`src/rtl/servo_pwm_gen.sv`:
```
// Servo PWM generator: clamped width commands, frame-aligned updates.
// Optional `SERVO_SLEW_LIMIT_EN limits active width change per frame.
module servo_pwm_gen #(
  parameter int CLK_PER_US  = 1,
  parameter int FRAME_US    = 20000,
  parameter int MIN_US      = 1000,
  parameter int MAX_US      = 2000,
  parameter int MAX_STEP_US = 20
) (
  input  logic        mclk,
  input  logic        rst_n,
  input  logic [11:0] width_us,
  input  logic        width_valid,
  output logic        width_ready,
  input  logic        enable,
  output logic        pwm_out,
  output logic        frame_start,
  output logic [14:0] frame_cnt,
  output logic [11:0] active_us,
  output logic        clamped
);

  localparam int PW =
    (CLK_PER_US > 1) ? $clog2(CLK_PER_US) : 1;
  localparam logic [PW-1:0] PRE_LAST =
    PW'(CLK_PER_US - 1);
  localparam logic [14:0] FRAME_LAST =
    15'(FRAME_US - 1);
  localparam logic [11:0] MIN_W = 12'(MIN_US);
  localparam logic [11:0] MAX_W = 12'(MAX_US);

  if (!(CLK_PER_US > 0 && MAX_STEP_US > 0 &&
        MIN_US <= MAX_US && MAX_US < FRAME_US &&
        FRAME_US <= 32767)) begin : g_bad_cfg
    $error("servo_pwm_gen: illegal parameters");
  end

  logic [PW-1:0] r_presc;
  logic [11:0]   r_shadow;
  logic          r_full;
  logic          r_en_q;

  logic          w_tick;
  logic          w_bound;
  logic          w_accept;
  logic          w_load;
  logic          w_oor;
  logic [11:0]   w_clamp;
  logic [11:0]   w_act_nxt;
  logic [14:0]   w_frame_nxt;
  logic [PW-1:0] w_presc_nxt;
  logic          w_en_nxt;
  logic          w_pwm_nxt;

  assign width_ready = !r_full;
  assign w_tick      = (r_presc == PRE_LAST);
  assign w_bound     = w_tick && (frame_cnt == FRAME_LAST);
  assign w_accept    = width_valid && !r_full;
  assign w_load      = w_bound && r_full;

  always_comb begin
    w_oor   = (r_shadow < MIN_W) || (r_shadow > MAX_W);
    w_clamp = r_shadow;
    if (r_shadow < MIN_W) w_clamp = MIN_W;
    if (r_shadow > MAX_W) w_clamp = MAX_W;
  end

  always_comb begin
    w_presc_nxt = w_tick ? '0 : r_presc + PW'(1);
    w_frame_nxt = frame_cnt;
    if (w_bound)     w_frame_nxt = '0;
    else if (w_tick) w_frame_nxt = frame_cnt + 15'd1;
    w_en_nxt = w_bound ? enable : r_en_q;
  end

`ifdef SERVO_SLEW_LIMIT_EN
  localparam logic [11:0] STEP_W = 12'(MAX_STEP_US);

  logic [11:0] r_target;
  logic [11:0] w_tgt_nxt;
  logic [11:0] w_diff;
  logic [11:0] w_step;
  logic        w_up;

  // Step toward the target once per frame, never overshooting.
  always_comb begin
    w_tgt_nxt = w_load ? w_clamp : r_target;
    w_up      = (w_tgt_nxt > active_us);
    w_diff    = w_up ? (w_tgt_nxt - active_us)
                     : (active_us - w_tgt_nxt);
    w_step    = (w_diff > STEP_W) ? STEP_W : w_diff;
    w_act_nxt = active_us;
    if (w_bound)
      w_act_nxt = w_up ? (active_us + w_step)
                       : (active_us - w_step);
  end
`else
  assign w_act_nxt = w_load ? w_clamp : active_us;
`endif

  // Pulse is aligned to the next-state frame position.
  assign w_pwm_nxt =
    w_en_nxt && (w_frame_nxt < {3'b000, w_act_nxt});

  always_ff @(posedge mclk) begin
    if (!rst_n) begin
      r_presc     <= '0;
      frame_cnt   <= '0;
      active_us   <= MIN_W;
      r_shadow    <= '0;
      r_full      <= 1'b0;
      r_en_q      <= 1'b0;
      pwm_out     <= 1'b0;
      frame_start <= 1'b0;
      clamped     <= 1'b0;
`ifdef SERVO_SLEW_LIMIT_EN
      r_target    <= MIN_W;
`endif
    end else begin
      r_presc     <= w_presc_nxt;
      frame_cnt   <= w_frame_nxt;
      active_us   <= w_act_nxt;
      r_en_q      <= w_en_nxt;
      pwm_out     <= w_pwm_nxt;
      frame_start <= w_bound;
`ifdef SERVO_SLEW_LIMIT_EN
      r_target    <= w_tgt_nxt;
`endif
      if (w_load) begin
        clamped <= w_oor;
        r_full  <= 1'b0;
      end
      if (w_accept) begin
        r_shadow <= width_us;
        r_full   <= 1'b1;
      end
    end
  end

endmodule

```
`config.mk`:
```
export PLATFORM = sky130hd
export DESIGN_NAME = servo_pwm_gen
export DESIGN_NICKNAME = d
export VERILOG_FILES = /design/src/rtl/servo_pwm_gen.sv
export SDC_FILE = /design/constraint.sdc
export NUM_CORES = 1
export LEC_CHECK = 0
export CAP_MARGIN = 20
export CORE_MARGIN = 3
export CORE_UTILIZATION = 54
export CTS_BUF_LIST = sky130_fd_sc_hd__clkbuf_8 sky130_fd_sc_hd__clkbuf_16
export DETAILED_ROUTE_END_ITERATION = 6
export PLACE_DENSITY_LB_ADDON = 0.1
export SLEW_MARGIN = 15
export SYNTH_ARGS = -nofsm -noshare
export SYNTH_HDL_FRONTEND = slang
export SYNTH_SLANG_ARGS = --single-unit
```
`constraint.sdc`:
```
create_clock -name mclk -period 7.5 [get_ports mclk]
set_clock_uncertainty 0.2 [all_clocks]
set_input_delay 0.75 -clock mclk [delete_from_list [all_inputs] [get_ports mclk]]
set_output_delay 0.75 -clock mclk [all_outputs]
set_load 0.03 [all_outputs]
```
==> results of run 1 <==
## metal layers
layer	GRT usage	share of wire	wire length (um)
met4	0.0889	0.016	83
met5	0	0	0
met1	0.294	0.49	2540
met3	0.0391	0.048	249
met2	0.339	0.45	2310
## cell type report
type	instances	area, um^2	area share
Clock buffer	5	68.8	0.0250
Clock inverter	3	13.8	0.00500
Inverter	6	22.5	0.00817
Multi-Input combinational cell	194	1220	0.443
Sequential cell	45	901	0.327
Tap cell	48	60.1	0.0218
Timing Repair Buffer	47	468	0.170
## stage by stage
| step | setup slack [ps] | cells | utilization | cell area [um^2] | power (mW) |
|---|---|---|---|---|---|
| floorplan | 3920 | 254 | - | 2180 | 0.276 |
| global placement | 3750 | 340 | 0.709 | 2670 | 0.292 |
| detailed placement | 3620 | 340 | 0.709 | 2670 | 0.294 |
| CTS | 3590 | 348 | 0.731 | 2760 | 0.433 |
| global route | 3280 | 348 | 0.731 | 2760 | 0.447 |
| finish | 3580 | 348 | 0.731 | 2760 | 0.430 |
## state kept, by name, indices dropped and copies added (netlist names)
register     flops
frame_start      1
r_presc          1
active_us       12
frame_cnt       15
clamped          1
pwm_out          1
r_en_q           1
r_shadow        12
r_full           1
## worst register-to-register path: cells and delay by family, from the launching register on
kind	cells	cell delay (ps)
AO/OA/AOI/OAI	6	1030
adder cells (fa/ha/maj)	2	510
flip-flops	1	410
AND/OR/NAND/NOR	5	1700
## placed cells by master, fill, tap and decap left out, types with 5 or more instances in the layout
| master | count |
|---|---|
| a21boi_0 | 15 |
| and2_1 | 12 |
| nor2_1 | 21 |
| clkbuf_8 | 5 |
| ha_1 | 12 |
| clkdlybuf4s50_1 | 46 |
| dfxtp_1 | 45 |
| nand4_1 | 5 |
| nand2_1 | 45 |
| nor2b_1 | 6 |
| a21oi_1 | 6 |
| xnor2_1 | 8 |
| o21ai_0 | 10 |
| inv_1 | 7 |
## power groups by stage
stage               registers [mW]  logic (mW)  clock network (mW)
floorplan                    0.257      0.0197                   0
detailed placement           0.256      0.0378                   0
CTS                          0.251      0.0379               0.145
global route                 0.251      0.0413               0.154
global placement             0.256      0.0364                   0
finish                       0.251      0.0378               0.142
## kinds of logic (layout without fill, tap and decap cells)
kind of cell / count (synthesis) / after routing / share of synthesized area
simple gates: 115 / 115 / 0.268
compound gates: 53 / 53 / 0.168
flops: 45 / 45 / 0.413
buf+inv: 15 / 61 / 0.0281
fa+ha+maj: 12 / 12 / 0.0688
xor+xnor: 12 / 12 / 0.0481
other cells: 1 / 1 / 0.00172
mux: 1 / 1 / 0.00458
## worst paths after layout
path                   endpoint  slack, ps
max          pwm_out$_SDFF_PN0_       3580
max reg2reg  pwm_out$_SDFF_PN0_       3580
min           r_en_q$_SDFF_PN0_        270
min reg2reg   r_en_q$_SDFF_PN0_        270
==> out/metrics.csv, run 1 <==
stage,metric,value,unit
synthesis,ys_ff_latch,45,
placed_design,port-buffer-count,46,
die,row_count,22,
power,power.switching,104,uW
clocking,cts_buffers,5,
die,die_h,69.6,um
die,die_x,69.6,um
grt,grt_antenna_before_repair,0,
status,outcome,"finished, final reports clean",
sta,hold_viol,0,
power,power_frac_clock,0.330,
critical_path,cp_top_family,simple AND/OR/NAND/NOR gates,
synthesis,syn_inst,254,
sta,drv_slew,0,
min_path,worst_hold_path.num_cells,2,
drt,postRouteAntennaNets,0,
synthesis,netlist_top_cells_area,"dfxtp_1, nand2_1, ha_1, a21boi_0, nor2_1",
synthesis,yosys.cell_types.count,46,
sta,fin_crit,3920,ps
clocking,cts_tree,built,
power,power.internal,326,uW
drt,routed_wl,5180,um
sta,slew_headroom,0.394,
drt,dr.pass1.iters,4,
critical_path,path_buf_inv,0,
clocking,path_clk_slew,80,ps
clocking,cts.sinks,45,
min_path,worstHoldPathType,flop to flop,
sta,final.period_utilization,0.523,
synthesis,synth-edff-count,0,
synthesis,synth_top_area_share,0.413,
grt,grt_pass1_vias,1822,
critical_path,crit_start,frame_cnt[1]$_SDFF_PN0_,
synthesis,yosysWarnings,0,
sta,grt_setup_unrepaired,no,
placed_design,place_hpwl,3900,um
synthesis,syn_area,2180,um^2
power,p_per_area,156,nW/um^2
die,start_util,0.579,
drt,drtIter0Drc,122,
critical_path,worstPathRequired,7540,ps
critical_path,r2r_start,frame_cnt[1]$_SDFF_PN0_,
finish,area_growth,26.2,%
critical_path,cp_slowest_stage_delay,650,ps
critical_path,worst-path-max-fanout,11,
synthesis,synth_top_flop_cell,dfxtp_1,
drt,vias,1932,
critical_path,cp_common_cell,ha_1,
synthesis,avgSynthCellArea,8.60,um^2
grt,track_usage,0.217,
grt,grt_max_degree,42,
flow_run,cap_violations,0,
drt,via_per_inst,5.55,
clocking,cts.path.max_buffers,2,
clocking,clk-insertion-delay-late,300,ps
power,ir_drop,127,uV
die,coreArea,3770,um^2
critical_path,worstSetupPathType,flop to flop,
sta,tns,0,ps
synthesis,synth_seq_area_share,0.413,
die,dieArea,4840,um^2
die,ios,47,
grt,grt_pass1_wl,8580,um
placed_design,finalWeightedCongestion,0.865,
sta,setup-violations-final,0,
clocking,cts_hold_buf,0,
clocking,cts_resized,0,
sta,holdWs,271,ps
critical_path,slowest_stage,or4_4,
clocking,postCtsSetupBuffers,0,
critical_path,cp.arrival,3970,ps
sta,worstMarginPinSlew,902,ps
synthesis,netlist.top_cell.by_area,dfxtp_1,
grt,gr-total-overflow,0,
power,p_sw_frac,0.242,
critical_path,reg2reg_depth,13,
drt,avgRoutedWirePerCell,14.9,um
clocking,cts-root-buf,clkbuf_8,
power,power_frac_seq,0.583,
drt,drc,0,
synthesis,yosys-top-cells-count,"dfxtp_1, nand2_1, nor2_1",
critical_path,cp.depth,13,
critical_path,critPathLaunchType,flop,
power,leakagePower,1.07,nW
min_path,hold_path.startpoint,r_en_q$_SDFF_PN0_,
sta,max_freq,0.255,GHz
power,combPwrFrac,0.088,
synthesis,synthArstFlopShare,0,
finish,drive_gt1_frac,0.0533,
finish,nets,327,
critical_path,cp_cell_sequence,ha_1 > nand4b_1 > or4_4 > nor2_2 > o211ai_1 > o22ai_1 > ha_1 > o21ai_0 > nor2_1 > or3_1 > a31oi_1 > a311o_1 > o211a_1,
synthesis,synth_nets,282,
finish,nFillCells,313,
clocking,h-tree-depth,2,
critical_path,endpoint_kind,flop,
finish,antenna_cells,0,
No activity file was read; power rests on OpenSTA's default activity.
==> run 2: changes to the inputs <==
--- a/config.mk
+++ b/config.mk
@@ -7,7 +7,7 @@
 export LEC_CHECK = 0
 export CAP_MARGIN = 20
 export CORE_MARGIN = 3
-export CORE_UTILIZATION = 54
+export CORE_UTILIZATION = 45
 export CTS_BUF_LIST = sky130_fd_sc_hd__clkbuf_8 sky130_fd_sc_hd__clkbuf_16
 export DETAILED_ROUTE_END_ITERATION = 6
 export PLACE_DENSITY_LB_ADDON = 0.1
==> constraint.sdc (replaced) <==
create_clock -name mclk -period 3.15 [get_ports mclk]
set_clock_uncertainty 0.2 [all_clocks]
set_input_delay 0.315 -clock mclk [delete_from_list [all_inputs] [get_ports mclk]]
set_output_delay 0.315 -clock mclk [all_outputs]
set_load 0.03 [all_outputs]
==> run 2 against run 1 <==
Net effect: the run now ends with negative setup slack left; critical path type unchanged; die area up 18%; highest routed layer unchanged; power up 140%; largest cell class unchanged; combinational power rose to 2.7 times the previous value.
==> out/metrics.csv, run 2 (synthesis gave the netlist of run 1 again) <==
stage,metric,value,unit,change
critical_path,cp.arrival,3390,ps,-580 ps
clocking,path_clk_slew,80,ps,about the same
clocking,h-tree-depth,2,,unchanged
clocking,clk-insertion-delay-late,300,ps,about the same
placed_design,finalWeightedCongestion,0.871,,+0.68%
power,ir_drop,286,uV,+130%
die,coreArea,4500,um^2,+19%
critical_path,worst-path-max-fanout,7,,-4
critical_path,cp_common_cell,or4_4,,
critical_path,worstPathRequired,3190,ps,-4350 ps
drt,via_per_inst,5.31,,-4.3%
critical_path,cp_top_family,simple AND/OR/NAND/NOR gates,,
finish,nFillCells,385,,+23%
clocking,cts_tree,built,,
sta,worstMarginPinSlew,808,ps,-93.5 ps
grt,grt_pass1_vias,1937,,+6.3%
finish,nets,363,,+11%
critical_path,worstSetupPathType,flop to flop,,
die,die_x,75.7,um,+8.7%
finish,multi_input_area,1240,um^2,+1.7%
critical_path,cp_slowest_stage_delay,540,ps,-110 ps
drt,postRouteAntennaNets,0,,unchanged
power,power,1.04,mW,+140%
sta,setup-violations-final,1,,+1
power,p_per_area,339,nW/um^2,+120%
sta,grt_setup_unrepaired,yes,,
grt,grt_antenna_before_repair,0,,unchanged
finish,area_growth,40.3,%,
sta,final.period_utilization,1.06,,+0.540
finish,largest_register_ffs,15,,unchanged
sta,hold_viol,0,,unchanged
sta,fin_crit,3350,ps,-577 ps
clocking,cts_buffers,5,,unchanged
finish,top_register,frame_cnt,,
die,start_util,0.485,,-0.0942
die,die_h,75.7,um,+8.7%
clocking,cts.sinks,45,,unchanged
critical_path,path_buf_inv,0,,unchanged
drt,vias,2062,,+6.7%
die,dieArea,5720,um^2,+18%
drt,drc,0,,unchanged
drt,dr.pass1.iters,4,,unchanged
critical_path,endpoint_kind,flop,,
grt,grt_pass1_wl,9190,um,+7.2%
sta,slew_headroom,0.460,,+0.0662
die,row_count,24,,+9.1%
sta,setup_slack,-198,ps,-3770 ps
critical_path,cp_cell_sequence,or4_4 > or4_4 > nor2_4 > o211ai_1 > a21boi_0 > ha_2 > a211oi_2 > nor2_1 > or3_1 > a31oi_1 > a311o_1 > o211a_1,,
status,violations,negative setup slack,,
finish,drive_gt1_frac,0.185,,+0.131
die,ios,47,,unchanged
drt,drtIter0Drc,154,,+26%
clocking,cts-root-buf,clkbuf_8,,
power,leakagePower,1.26,nW,+17%
finish,layout_common_cells,"clkdlybuf4s50_1, nand2_1, dfxtp_1, buf_4, nor2_1",,
grt,grt_max_degree,42,,unchanged
finish,antenna_cells,0,,unchanged
critical_path,slowest_stage,or4_4,,
flow_run,cap_violations,0,,unchanged
status,outcome,"finished, violations left",,
finish,reg_top3,"frame_cnt x15, active_us x12, r_shadow x12",,
finish,regArea,913,um^2,+1.4%
critical_path,critPathLaunchType,flop,,
clocking,cts.path.max_buffers,2,,unchanged
min_path,worstHoldPathType,flop to flop,,
placed_design,place_hpwl,4160,um,+6.4%
grt,gr-total-overflow,0,,unchanged
finish,layout_commonest_cell,clkdlybuf4s50_1,,
drt,avgRoutedWirePerCell,14.2,um,-4.9%
sta,max_freq,0.299,GHz,+17%
grt,track_usage,0.211,,-0.00555
drt,routed_wl,5500,um,+6.1%
sta,drv_slew,0,,unchanged
placed_design,port-buffer-count,46,,unchanged
finish,fin_util,0.680,,-0.0503
run 2: final timing paths:
check                          start                  to  slack (ps)  cells past startpoint
min reg2reg        r_en_q$_SDFF_PN0_   r_en_q$_SDFF_PN0_         270                      2
max reg2reg  frame_cnt[5]$_SDFF_PN0_  pwm_out$_SDFF_PN0_        -200                     12
max          frame_cnt[5]$_SDFF_PN0_  pwm_out$_SDFF_PN0_        -200                     12
min                r_en_q$_SDFF_PN0_   r_en_q$_SDFF_PN0_         270                      2
run 2: area by class of cell:
type | instances | area share
clock buffer | 5 | 0.0225
inverter | 6 | 0.00735
multi-input combinational | 194 | 0.405
timing repair buffer | 83 | 0.241
tap | 52 | 0.0212
clock inverter | 3 | 0.00449
sequential | 45 | 0.298
run 2: per-layer routing:
metal	vias up	share of wire	GRT usage	wire, um
met5	-	0	0	0
met4	0	0.013	0.0641	71
met3	8	0.040	0.0396	219
met2	51	0.44	0.312	2410
met1	947	0.51	0.312	2800
li1	1056	-	-	-
run 2: what timing repair did:
item / 4_1_cts / 5_1_grt
pin swaps: 4 / 1
gates resized for setup: 5 / 1
hold buffers: 0 / 0
setup buffers: 2 / 1
setup endpoints to repair: 1 / 1
run 2: tightest hold or removal path, cell delays in order (launching register included):
cell and delay, ps:
dfxtp_1 310, nand2_1 50, a21boi_0 60
run 2: through the flow:
step	hold WS, ps	instances	cell area, um^2	TNS [ps]	setup WS, ps
2_1_floorplan	244	254	2200	-230	-230
3_3_place_gp	255	377	2940	-253	-253
3_5_place_dp	258	377	2940	-269	-269
4_1_cts	268	387	3050	-139	-139
5_1_grt	308	388	3060	-337	-337
6_report	267	388	3060	-198	-198
run 2: where the power goes:
part           internal [mW]  total, mW  switching, mW
Combinational         0.0511      0.102         0.0512
Sequential             0.581      0.593         0.0111
Clock                  0.151      0.344          0.193
Total                  0.783       1.04          0.255
==> run 3: changes to the inputs <==
--- a/config.mk
+++ b/config.mk
@@ -11,6 +11,7 @@
 export CTS_BUF_LIST = sky130_fd_sc_hd__clkbuf_8 sky130_fd_sc_hd__clkbuf_16
 export DETAILED_ROUTE_END_ITERATION = 6
 export PLACE_DENSITY_LB_ADDON = 0.1
+export RECOVER_POWER = 25
 export SLEW_MARGIN = 15
 export SYNTH_ARGS = -nofsm -noshare
 export SYNTH_HDL_FRONTEND = slang
==> run 3 against run 2 <==
Net effect: the flow still finishes with violations (negative setup slack); worst setup slack lost 1.7 ps; non-clock buffer count is the same; utilization shrank 0.083 points; via count grew 0.34%; maximum frequency is essentially flat; count of clock-buffer cells in the layout is the same; final area shrank 0.12%; largest power group unchanged.
==> out/metrics.csv, run 3 (synthesis gave the netlist of run 1 again) <==
stage,metric,value,unit,change
drt,drc,0,,unchanged
critical_path,worstPathRequired,3190,ps,about the same
sta,holdWs,270,ps,+2.42 ps
critical_path,cp.arrival,3390,ps,about the same
critical_path,endpoint_kind,flop,,
sta,drv_slew,0,,unchanged
grt,grt_pass1_wl,9190,um,unchanged
status,violations,negative setup slack,,
finish,top_register,frame_cnt,,
finish,reg_top3,"frame_cnt x15, active_us x12, r_shadow x12",,
die,die_x,75.7,um,unchanged
die,row_count,24,,unchanged
sta,hold_viol,0,,unchanged
die,dieArea,5720,um^2,unchanged
clocking,cts.sinks,45,,unchanged
critical_path,cp_slowest_stage_delay,540,ps,about the same
clocking,cts.path.max_buffers,2,,unchanged
power,power,1.04,mW,about the same
sta,slew_headroom,0.463,,+0.00309
drt,dr.pass1.iters,4,,unchanged
clocking,cts_hold_buf,0,,unchanged
drt,avgRoutedWirePerCell,14.1,um,-0.15%
clocking,cts-root-buf,clkbuf_8,,
min_path,worstHoldPathType,flop to flop,,
finish,layout_commonest_cell,nand2_1,,
critical_path,cp_cell_sequence,or4_4 > or4_4 > nor2_4 > o211ai_1 > a21boi_0 > ha_2 > a211oi_2 > nor2_1 > or3_1 > a31oi_1 > a311o_1 > o211a_1,,
finish,area_growth,40.2,%,
sta,final.period_utilization,1.06,,about the same
clocking,h-tree-depth,2,,unchanged
die,coreArea,4500,um^2,unchanged
power,ir_drop,287,uV,+0.25%
sta,setup-violations-final,1,,unchanged
critical_path,critPathLaunchType,flop,,
power,leakagePower,1.26,nW,+0.43%
drt,postRouteAntennaNets,0,,unchanged
flow_run,cap_violations,0,,unchanged
critical_path,slowest_stage,or4_4,,
critical_path,worstSetupPathType,flop to flop,,
power,p_per_area,339,nW/um^2,about the same
grt,track_usage,0.211,,unchanged
sta,grt_setup_unrepaired,yes,,
grt,grt_antenna_before_repair,0,,unchanged
finish,nets,363,,unchanged
drt,routed_wl,5490,um,-0.15%
placed_design,finalWeightedCongestion,0.871,,unchanged
finish,antenna_cells,0,,unchanged
grt,gr-total-overflow,0,,unchanged
clocking,path_clk_slew,80,ps,about the same
sta,setup_slack,-200,ps,-1.74 ps
placed_design,place_hpwl,4160,um,unchanged
finish,drive_gt1_frac,0.182,,-0.00298
die,start_util,0.485,,unchanged
drt,via_per_inst,5.33,,+0.34%
critical_path,cp_common_cell,or4_4,,
placed_design,port-buffer-count,46,,unchanged
die,ios,47,,unchanged
clocking,cts_tree,built,,
clocking,clk-insertion-delay-late,300,ps,about the same
grt,grt_pass1_vias,1937,,unchanged
sta,worstMarginPinSlew,803,ps,-4.62 ps
clocking,cts_buffers,5,,unchanged
drt,vias,2069,,+0.34%
die,die_h,75.7,um,unchanged
drt,drtIter0Drc,149,,-3.2%
finish,layout_common_cells,"nand2_1, dfxtp_1, buf_4, clkdlybuf4s50_1, nor2_1",,
sta,max_freq,0.299,GHz,about the same
critical_path,worst-path-max-fanout,7,,unchanged
sta,fin_crit,3350,ps,+1.74 ps
finish,largest_register_ffs,15,,unchanged
grt,grt_max_degree,42,,unchanged
status,outcome,"finished, violations left",,
run 3: cell type report:
| type | instances | area (um^2) |
|---|---|---|
| multi-input combinational | 194 | 1240 |
| inverter | 6 | 22.5 |
| clock buffer | 5 | 68.8 |
| sequential | 45 | 913 |
| clock inverter | 3 | 13.8 |
| fill | 387 | 1440 |
| tap | 52 | 65.1 |
| timing repair buffer | 83 | 734 |
run 3: worst paths after layout:
kind / from / endpoint / slack [ps] / cells after the start
worst max-delay path: frame_cnt[5]$_SDFF_PN0_ / pwm_out$_SDFF_PN0_ / -200 / 12
worst min-delay path: r_en_q$_SDFF_PN0_ / r_en_q$_SDFF_PN0_ / 270 / 2
worst max register to register: frame_cnt[5]$_SDFF_PN0_ / pwm_out$_SDFF_PN0_ / -200 / 12
worst min register to register: r_en_q$_SDFF_PN0_ / r_en_q$_SDFF_PN0_ / 270 / 2
run 3: timing repair:
| item | CTS | global route |
|---|---|---|
| endpoints found under the hold margin | 0 | 0 |
| resized for setup | 5 | 1 |
| setup buffers | 2 | 1 |
| setup endpoints to repair | 1 | 1 |
| pin swaps | 4 | 1 |
run 3: critical path: cells and delay by family, from the launching register on:
family / cells / cell delay, ps
AO/OA/AOI/OAI: 6 / 940
adder cells (fa/ha/maj): 1 / 230
flip-flops: 1 / 320
AND/OR/NAND/NOR: 5 / 1590
run 3: where the power goes:
part	switching [mW]	internal, mW
combinational	0.0512	0.0503
sequential	0.0110	0.581
clock	0.194	0.151
total	0.256	0.783
run 3: metrics by stage:
stage               TNS [ps]  utilization  cells  instance area [um^2]  worst slack, ps
global placement        -253        0.652    377                  2940             -253
detailed placement      -269        0.652    377                  2940             -269
finish                  -200        0.679    388                  3060             -200
global route            -337        0.679    388                  3060             -337
CTS                     -139        0.678    387                  3050             -139
floorplan               -230            -    254                  2200             -230
run 3: metal layers:
layer  global-route usage  vias to the layer above  part of all wire  routed length (um)
met3               0.0396                        8             0.042                 230
met1                0.312                      954              0.51                2790
met5                    0                        -                 0                   0
li1                     -                     1056                 -                   -
met4               0.0641                        0             0.013                  71
met2                0.312                       51              0.44                2400
